**src/rtl/iir_decim_avg.sv**
```systemverilog
// Boxcar-averaging decimator behind the first-order IIR filter, with a small FWFT result FIFO.
// Optional macro ROUND_EN selects round-half-up with clipping instead of floor truncation.
module iir_decim_avg #(
    parameter int W          = 16,
    parameter int DECIM_LOG2 = 2,
    parameter int FIFO_AW    = 2
) (
    input  logic                clk,
    input  logic                reset,
    input  logic                in_valid,
    input  logic signed [W-1:0] in_data,
    input  logic                clr_ovf,
    output logic                out_valid,
    input  logic                out_ready,
    output logic signed [W-1:0] out_data,
    output logic [FIFO_AW:0]    fifo_count,
    output logic                overflow
);

`ifdef ROUND_EN
    // One guard bit so the rounding offset cannot wrap a full-scale sum.
    localparam int AW = W + DECIM_LOG2 + 1;
`else
    localparam int AW = W + DECIM_LOG2;
`endif
    localparam int                    DEPTH    = 1 << FIFO_AW;
    localparam logic [FIFO_AW:0]      FULL_CNT = (FIFO_AW + 1)'(DEPTH);
    localparam logic [DECIM_LOG2-1:0] LAST_PH  = '1;

`ifdef ROUND_EN
    localparam logic signed [AW-1:0] RND  = AW'(1) << (DECIM_LOG2 - 1);
    localparam logic signed [AW-1:0] MAXV = {{(AW-W+1){1'b0}}, {(W-1){1'b1}}};
    localparam logic signed [AW-1:0] MINV = {{(AW-W+1){1'b1}}, {(W-1){1'b0}}};

    function automatic logic signed [W-1:0] scale_result(input logic signed [AW-1:0] s);
        logic signed [AW-1:0] r;
        r = (s + RND) >>> DECIM_LOG2;
        if (r > MAXV)
            return MAXV[W-1:0];
        else if (r < MINV)
            return MINV[W-1:0];
        return r[W-1:0];
    endfunction
`else
    // Taking the upper W bits is an arithmetic shift, i.e. floor toward -inf.
    function automatic logic signed [W-1:0] scale_result(input logic signed [AW-1:0] s);
        return s[AW-1:DECIM_LOG2];
    endfunction
`endif

    logic signed [AW-1:0]    acc_p0;
    logic signed [AW-1:0]    samp_ext_p0;
    logic signed [AW-1:0]    sum_p0;
    logic [DECIM_LOG2-1:0]   phase_p0;
    logic                    vld_p0;
    logic signed [W-1:0]     res_p0;

    logic signed [W-1:0]     mem_p1 [DEPTH];
    logic signed [W-1:0]     last_p1;
    logic [FIFO_AW-1:0]      wr_ptr;
    logic [FIFO_AW-1:0]      rd_ptr;
    logic                    pop;
    logic                    full;
    logic                    wr_en;
    logic                    drop;

    // ---- stage p0: accumulate, detect end of block ----
    assign samp_ext_p0 = {{(AW-W){in_data[W-1]}}, in_data};
    assign sum_p0      = acc_p0 + samp_ext_p0;
    assign vld_p0      = in_valid && (phase_p0 == LAST_PH);
    assign res_p0      = scale_result(sum_p0);

    always_ff @(posedge clk or negedge reset) begin
        if (!reset) begin
            acc_p0   <= '0;
            phase_p0 <= '0;
        end else if (in_valid) begin
            phase_p0 <= phase_p0 + 1'b1;
            if (vld_p0)
                acc_p0 <= '0;
            else
                acc_p0 <= sum_p0;
        end
    end

    // ---- stage p1: result FIFO ----
    assign out_valid = (fifo_count != '0);
    assign full      = (fifo_count == FULL_CNT);
    assign pop       = out_valid && out_ready;
    // A pop on a full FIFO frees the slot for a simultaneous push.
    assign wr_en     = vld_p0 && (!full || pop);
    assign drop      = vld_p0 && full && !pop;
    assign out_data  = out_valid ? mem_p1[rd_ptr] : last_p1;

    always_ff @(posedge clk) begin
        if (wr_en)
            mem_p1[wr_ptr] <= res_p0;
    end

    always_ff @(posedge clk or negedge reset) begin
        if (!reset) begin
            wr_ptr     <= '0;
            rd_ptr     <= '0;
            fifo_count <= '0;
            overflow   <= 1'b0;
            last_p1    <= '0;
        end else begin
            if (wr_en)
                wr_ptr <= wr_ptr + 1'b1;
            if (pop) begin
                rd_ptr  <= rd_ptr + 1'b1;
                last_p1 <= mem_p1[rd_ptr];
            end
            case ({wr_en, pop})
                2'b10:   fifo_count <= fifo_count + 1'b1;
                2'b01:   fifo_count <= fifo_count - 1'b1;
                default: fifo_count <= fifo_count;
            endcase
            if (drop)
                overflow <= 1'b1;
            else if (clr_ovf)
                overflow <= 1'b0;
        end
    end

endmodule
```
**config.mk**
```make
export PLATFORM = sky130hd
export DESIGN_NAME = iir_decim_avg
export DESIGN_NICKNAME = d
export VERILOG_FILES = /design/src/rtl/iir_decim_avg.sv
export SDC_FILE = /design/constraint.sdc
export NUM_CORES = 1
export LEC_CHECK = 0
export BUFFER_PORTS_ARGS = -buffer_cell sky130_fd_sc_hd__buf_4
export CORE_UTILIZATION = 64
export DETAILED_ROUTE_END_ITERATION = 8
export PLACE_DENSITY = 0.93
export SKIP_LAST_GASP = 1
export SLEW_MARGIN = 10
export SYNTH_ARGS = -nofsm -noshare
export SYNTH_HDL_FRONTEND = slang
export SYNTH_SLANG_ARGS = --single-unit
```
**constraint.sdc**
```tcl
create_clock -name clk -period 5.94 [get_ports clk]
set_input_delay 0.891 -clock clk [delete_from_list [all_inputs] [get_ports clk]]
set_output_delay 0.891 -clock clk [all_outputs]
set_load 0.03 [all_outputs]
```
==> metrics, run 1 <==
outcome complete, no violations; die footprint 8510 um^2; Antenna Nets Post-Route 0; CTS resizes 0; slew of the pin with the lowest slew margin 1.08 ns; total number of H-tree levels 3; Leak 0.00227 uW; most frequent cell after synthesis edfxtp_1; final number of setup-violating endpoints 0; Synth Warn # 0; Final nets 431; clk buf depth 2; number of synthesized flops with an enable pin 64; worst-skew pair later-pin latency 0.36 ns; core footprint 7810 um^2; setup slack, reg-to-reg 2.80 ns; asr flop ratio synth 0.407; final setup TNS 0 ns; synth top area cells edfxtp_1, dfrtp_1, mux2_2; f_max 0.289 GHz; final hold violation count 0; Initial Util 0.668; relative slew slack 0.279; number of global-route vias before repair 3117; routed vias/inst 6.17; GPL Wtd Cong 0.869; fillers 463; Tcrit/Tclk final 0.582; initial antenna violation count 0; layout cell share with drive strength beyond 1 0.300; first-pass GRT wire length 16000 um; Netlist Area Pre-Place 5210 um^2; DP Wirelength 6830 um; area delta synth->final 10.0%; Synth area leader edfxtp_1; cell depth of the worst flop-to-flop path 8; FF-to-FF Start fifo_count[0]; final setup margin 2.48 ns; minimum clock period 3.46 ns; Die Wd 92.2 um; CP arrival 2.57 ns; worst path required time 5.05 ns; synthesized flop and latch total 108; Core Rows 32; Main synth FF type edfxtp_1; Post-synth top cells edfxtp_1, dfrtp_1, mux2_2, ha_1, mux4_2; hold buffer count at CTS 0; Hold Path Sink phase_p0[0]; critical path class flip-flop to primary output; clock-pin slew on the worst setup and hold paths 0.10 ns; # Post-CTS Setup Buffers 0; CTS tree done; syn_nets 397; RSZ-0062 raised after global routing no; DR DRC count 0; post-synth top area share 0.369; TritonCTS Buffers 9; total iterations of the first detailed-routing run 4; max-cap violations 0; wire per inst 20.0 um; Hold Crit Depth 1; VDD IR-drop max 288 uV; Vias 3036; Slowest Stage Delay on Critical Path 1.07 ns; CTS Sinks 108; GRT Util Overall 0.253; startpoint types flip-flop; syn avg cell area 14.9 um^2; Post-Route WL 9840 um; global route overflow 0; Crit Path Max Fanout 18; pre-CTS setup slack 2.74 ns; Initial DRC Count 125; sequential-to-total area share from yosys stat 0.580; worst-path cell chain mux4_2 > mux2_2 > buf_4; power density cells 585 nW/um^2; Synth Instances 351; Max Slew Vio Count 0; Yosys cell types 53; largest net degree at the start of global routing 45; PortBufs 41; io pins 42; antenna cells 0; element type at the critical path end primary output; Die Y 92.2 um; root buffer cell clkbuf_8; HP Start phase_p0[0]; RR Endpoint fifo_count[2]; worst hold path type flip-flop to flip-flop; skew final 0.0110 ns; Worst path slowest cell dfrtp_1
-- routing by layer --
metal  share of wire  global-route usage
met4           0.017              0.0781
met2            0.50               0.421
met3           0.044              0.0406
met1            0.44               0.347
met5               0                   0
-- logic make-up (layout without fill, tap and decap cells) --
family                   count (synthesis)  in the layout  share of synthesized area
multiplexers                            49             49                      0.140
flip-flops                             108            108                      0.580
AO/OA/AOI/OAI                           67             67                      0.103
XOR/XNOR                                22             22                     0.0370
AND/OR/NAND/NOR                         48             48                     0.0497
buffers and inverters                   32             71                     0.0274
adder cells (fa/ha/maj)                 25             25                     0.0629
-- cell type report --
cell class	count	area [um^2]	share of cell area
flip-flops and latches	108	3020	0.527
clock buffers	11	141	0.0247
clock inverters	5	36.3	0.00633
multi-input cells	211	2050	0.357
repair buffers	41	308	0.0537
well taps	102	128	0.0223
inverters	14	52.6	0.00916
-- critical path: cells and delay by family, from the launching register on --
family,cells,cell delay (ns)
buf+inv,1,0.17
mux,2,0.95
flops,1,1.07
-- where the power goes --
| part | leakage [uW] | total (uW) | internal, uW | switching (uW) |
|---|---|---|---|---|
| clock network | 0.0000898 | 408 | 166 | 243 |
| logic | 0.00107 | 1650 | 710 | 938 |
| registers | 0.00111 | 1300 | 1140 | 156 |
| total | 0.00227 | 3360 | 2020 | 1340 |
-- worst max path at each step --
stage | from | endpoint | slack [ns] | cells after the start
final | rd_ptr[0] | out_data[15] | 2.48 | 3
after global routing | rd_ptr[0] | out_data[15] | 2.32 | 3
after CTS | rd_ptr[0] | out_data[15] | 2.44 | 3
after detailed placement | in_data[2] | mem_p1[2][13] | 2.74 | 8
after global placement | in_data[0] | mem_p1[0][14] | 2.84 | 9
after floorplan | out_ready | fifo_count[2] | 3.05 | 10
-- state kept, by name, indices dropped and copies added, names as in the netlist --
| name | flops |
|---|---|
| phase_p0 | 2 |
| fifo_count | 3 |
| wr_ptr | 2 |
| rd_ptr | 2 |
| overflow | 1 |
| acc_p0 | 18 |
| last_p1 | 16 |
| mem_p1 | 64 |
-- layout by cell type, fill, tap and decap left out, types with 4 or more instances in the layout --
| cell type | Yosys | routed |
|---|---|---|
| a21o_1 | 7 | 7 |
| a21oi_1 | 9 | 9 |
| a22o_1 | 11 | 11 |
| a31o_2 | 4 | 4 |
| and2_1 | 5 | 5 |
| buf_4 | 0 | 41 |
| clkbuf_8 | 0 | 10 |
| dfrtp_1 | 44 | 44 |
| edfxtp_1 | 64 | 64 |
| ha_1 | 23 | 23 |
| inv_1 | 14 | 14 |
| mux2_2 | 32 | 32 |
| mux4_2 | 16 | 16 |
| nand2_1 | 14 | 14 |
| nor2_1 | 7 | 7 |
| nor2b_1 | 6 | 6 |
| o21ai_0 | 9 | 9 |
| xnor2_1 | 12 | 12 |
| xor2_1 | 10 | 10 |
-- metrics by stage --
| stage | cells | power, uW | area (um^2) | hold slack, ns | utilization |
|---|---|---|---|---|---|
| after floorplan | 351 | 2500 | 5210 | 0.445 | - |
| after global placement | 476 | 2850 | 5560 | 0.459 | 0.712 |
| after detailed placement | 476 | 2950 | 5560 | 0.465 | 0.712 |
| after CTS | 492 | 3360 | 5740 | 0.477 | 0.735 |
| after global routing | 492 | 3560 | 5740 | 0.517 | 0.735 |
| final | 492 | 3360 | 5740 | 0.475 | 0.735 |
(Power assumes the default switching activity.)
==> run 2: changes to the inputs <==
CORE_UTILIZATION = 60   (was 64)
PLACE_DENSITY = 0.89   (was 0.93)
clock period = 3.2 ns   (was 5.94 ns; I/O delays follow)
==> run 2 against run 1 <==
Sequential cell count stayed put. Non-clock buffer count is 8 higher. Combinational power is 90% higher. Largest power group unchanged. Setup slack worse by 1.9 ns. Die area is 6.5% higher. Critical endpoint is now fifo_count[2].
==> metrics, run 2 (same netlist as run 1, synthesis figures left out) <==
outcome complete, no violations; Vias 3103 (+2.2%); DR DRC count 0 (unchanged); antenna cells 0 (unchanged); TritonCTS Buffers 9 (unchanged); VDD IR-drop max 483 uV (+68%); final hold violation count 0 (unchanged); # Post-CTS Setup Buffers 0 (unchanged); Final nets 439 (+1.9%); Crit Path Max Fanout 8 (-10); Largest Register mem_p1; clock-pin slew on the worst setup and hold paths 0.10 ns (about the same); CTS tree done; minimum clock period 2.66 ns; layout cell share with drive strength beyond 1 0.317 (+0.0166); Core Rows 33 (+3.1%); critical path class flip-flop to flip-flop; Die Y 95.2 um (+3.2%); slew of the pin with the lowest slew margin 0.729 ns (-0.353 ns); Max Slew Vio Count 0 (unchanged); f_max 0.375 GHz; Post-Route WL 9590 um (-2.5%); Tcrit/Tclk final 0.832; Flop pwr share 0.372 (-0.015); cell-internal power 3840 uW (+90%); max-cap violations 0 (unchanged); area occupied by multi-input gates 2050 um^2 (unchanged); Regs by FF count mem_p1: 64 flops, acc_p0: 18 flops, last_p1: 16 flops; Clock Power Share 0.133 (+0.011); element type at the critical path end flip-flop; CTS resizes 0 (unchanged); wire per inst 19.1 um (-4.7%); routed vias/inst 6.17 (about the same); power density cells 1090 nW/um^2 (+86%); gr busiest metal met2; fillers 511 (+10%); io pins 42 (unchanged); final number of setup-violating endpoints 0 (unchanged); M2 GR Usage 0.403 (-0.0180); CP arrival 2.95 ns (+0.38 ns); Die Wd 95.2 um (+3.2%); first-pass GRT wire length 15500 um (-3.4%); GRT Util Overall 0.235 (-0.0187); final setup TNS 0 ns (unchanged); skew final 0.0145 ns (+0.00354 ns); WHS 0.108 ns (-0.367 ns); relative slew slack 0.514 (+0.235); GPL Wtd Cong 0.862 (-0.83%); register area 3020 um^2 (unchanged); number of global-route vias before repair 3161 (+1.4%); PortBufs 41 (unchanged); grt met1 use 0.304 (-0.0428); clk buf depth 2 (unchanged); Sw Pwr 2490 uW (+86%); RSZ-0062 raised after global routing no; most common cell after layout, fill and taps aside edfxtp_1; met3 Resource Use GR 0.0335 (-0.00714); most frequent cells in the layout edfxtp_1, buf_4, dfrtp_1, mux2_2, ha_1; total iterations of the first detailed-routing run 4 (unchanged); Initial Util 0.628 (-0.0396); worst hold path type primary input to asynchronous set/reset pin; hold buffer count at CTS 0 (unchanged); startpoint types flip-flop; largest net degree at the start of global routing 45 (unchanged); DP Wirelength 6770 um (-0.86%); Logic pwr share 0.495 (+0.004); Antenna Nets Post-Route 0 (unchanged); CTS Sinks 108 (unchanged); Initial DRC Count 166 (+33%); CP startpoint fifo_count[1]; core footprint 8300 um^2 (+6.3%); worst-skew pair later-pin latency 0.36 ns (about the same); area delta synth->final 11.9%; root buffer cell clkbuf_8; FF-to-FF Start fifo_count[1]; worst path required time 3.49 ns (-1.56 ns); Leak 0.00232 uW (+2.0%); die footprint 9060 um^2 (+6.5%); total number of H-tree levels 3 (unchanged); initial antenna violation count 0 (unchanged); Net Sw Frac 0.393 (-0.00498); max FFs per register 64 (unchanged); global route overflow 0 (unchanged)
## run 2: cell types whose count changed in the layout (fill, tap and decap cells not counted)
cell,change
buf_4,+8
bufinv_16,+1
clkbuf_1,-1
clkbuf_8,-1
clkinv_2,-1
clkinv_4,-2
clkinv_8,+1
clkinvlp_4,+2
inv_4,-1
inv_6,+2
## run 2: worst paths after layout
path                            endpoint  slack [ns]  depth (start not counted)
min in group clk                overflow        0.30                          2
min                        fifo_count[1]        0.11                          1
max reg2reg                fifo_count[2]        0.54                          9
min reg2reg                  phase_p0[0]        0.48                          1
max                        fifo_count[2]        0.54                          9
max in group asynchronous     last_p1[7]        2.69                          1
## run 2: final cells by class
type | instances | share of cell area
sequential | 108 | 0.518
multi-input combinational | 211 | 0.351
timing repair buffer | 49 | 0.0631
tap | 105 | 0.0225
clock buffer | 9 | 0.0212
clock inverter | 7 | 0.0148
inverter | 14 | 0.00901
## run 2: power groups by stage
stage | clock network, uW | registers, uW | logic [uW]
floorplan | 0 | 2320 | 2320
global placement | 0 | 2350 | 2990
detailed placement | 0 | 2390 | 3120
CTS | 862 | 2360 | 3140
global route | 912 | 2400 | 3400
finish | 844 | 2350 | 3140
## run 2: critical path: stages (launching register included)
cell	delay [ns]
dfrtp_1	0.43
or4b_2	0.73
nor2b_1	0.25
inv_1	0.09
ha_1	0.17
inv_1	0.06
fa_1	0.37
xor2_1	0.17
nor2_1	0.14
xor2_1	0.17
## run 2: through the flow
stage | area [um^2] | utilization | setup slack [ns] | instances | power (uW)
global placement | 5620 | 0.677 | 0.515 | 487 | 5340
global route | 5830 | 0.703 | 0.416 | 503 | 6710
detailed placement | 5620 | 0.677 | 0.432 | 487 | 5510
floorplan | 5210 | - | 0.614 | 351 | 4640
CTS | 5830 | 0.703 | 0.548 | 503 | 6360
finish | 5830 | 0.703 | 0.536 | 503 | 6340
## run 2: per-layer routing
| metal | part of all wire | routed length, um | vias to the layer above |
|---|---|---|---|
| met5 | 0 | 0 | - |
| met4 | 0.019 | 184 | 0 |
| met3 | 0.045 | 430 | 17 |
| met2 | 0.51 | 4920 | 94 |
| met1 | 0.42 | 4060 | 1571 |
| li1 | - | - | 1421 |
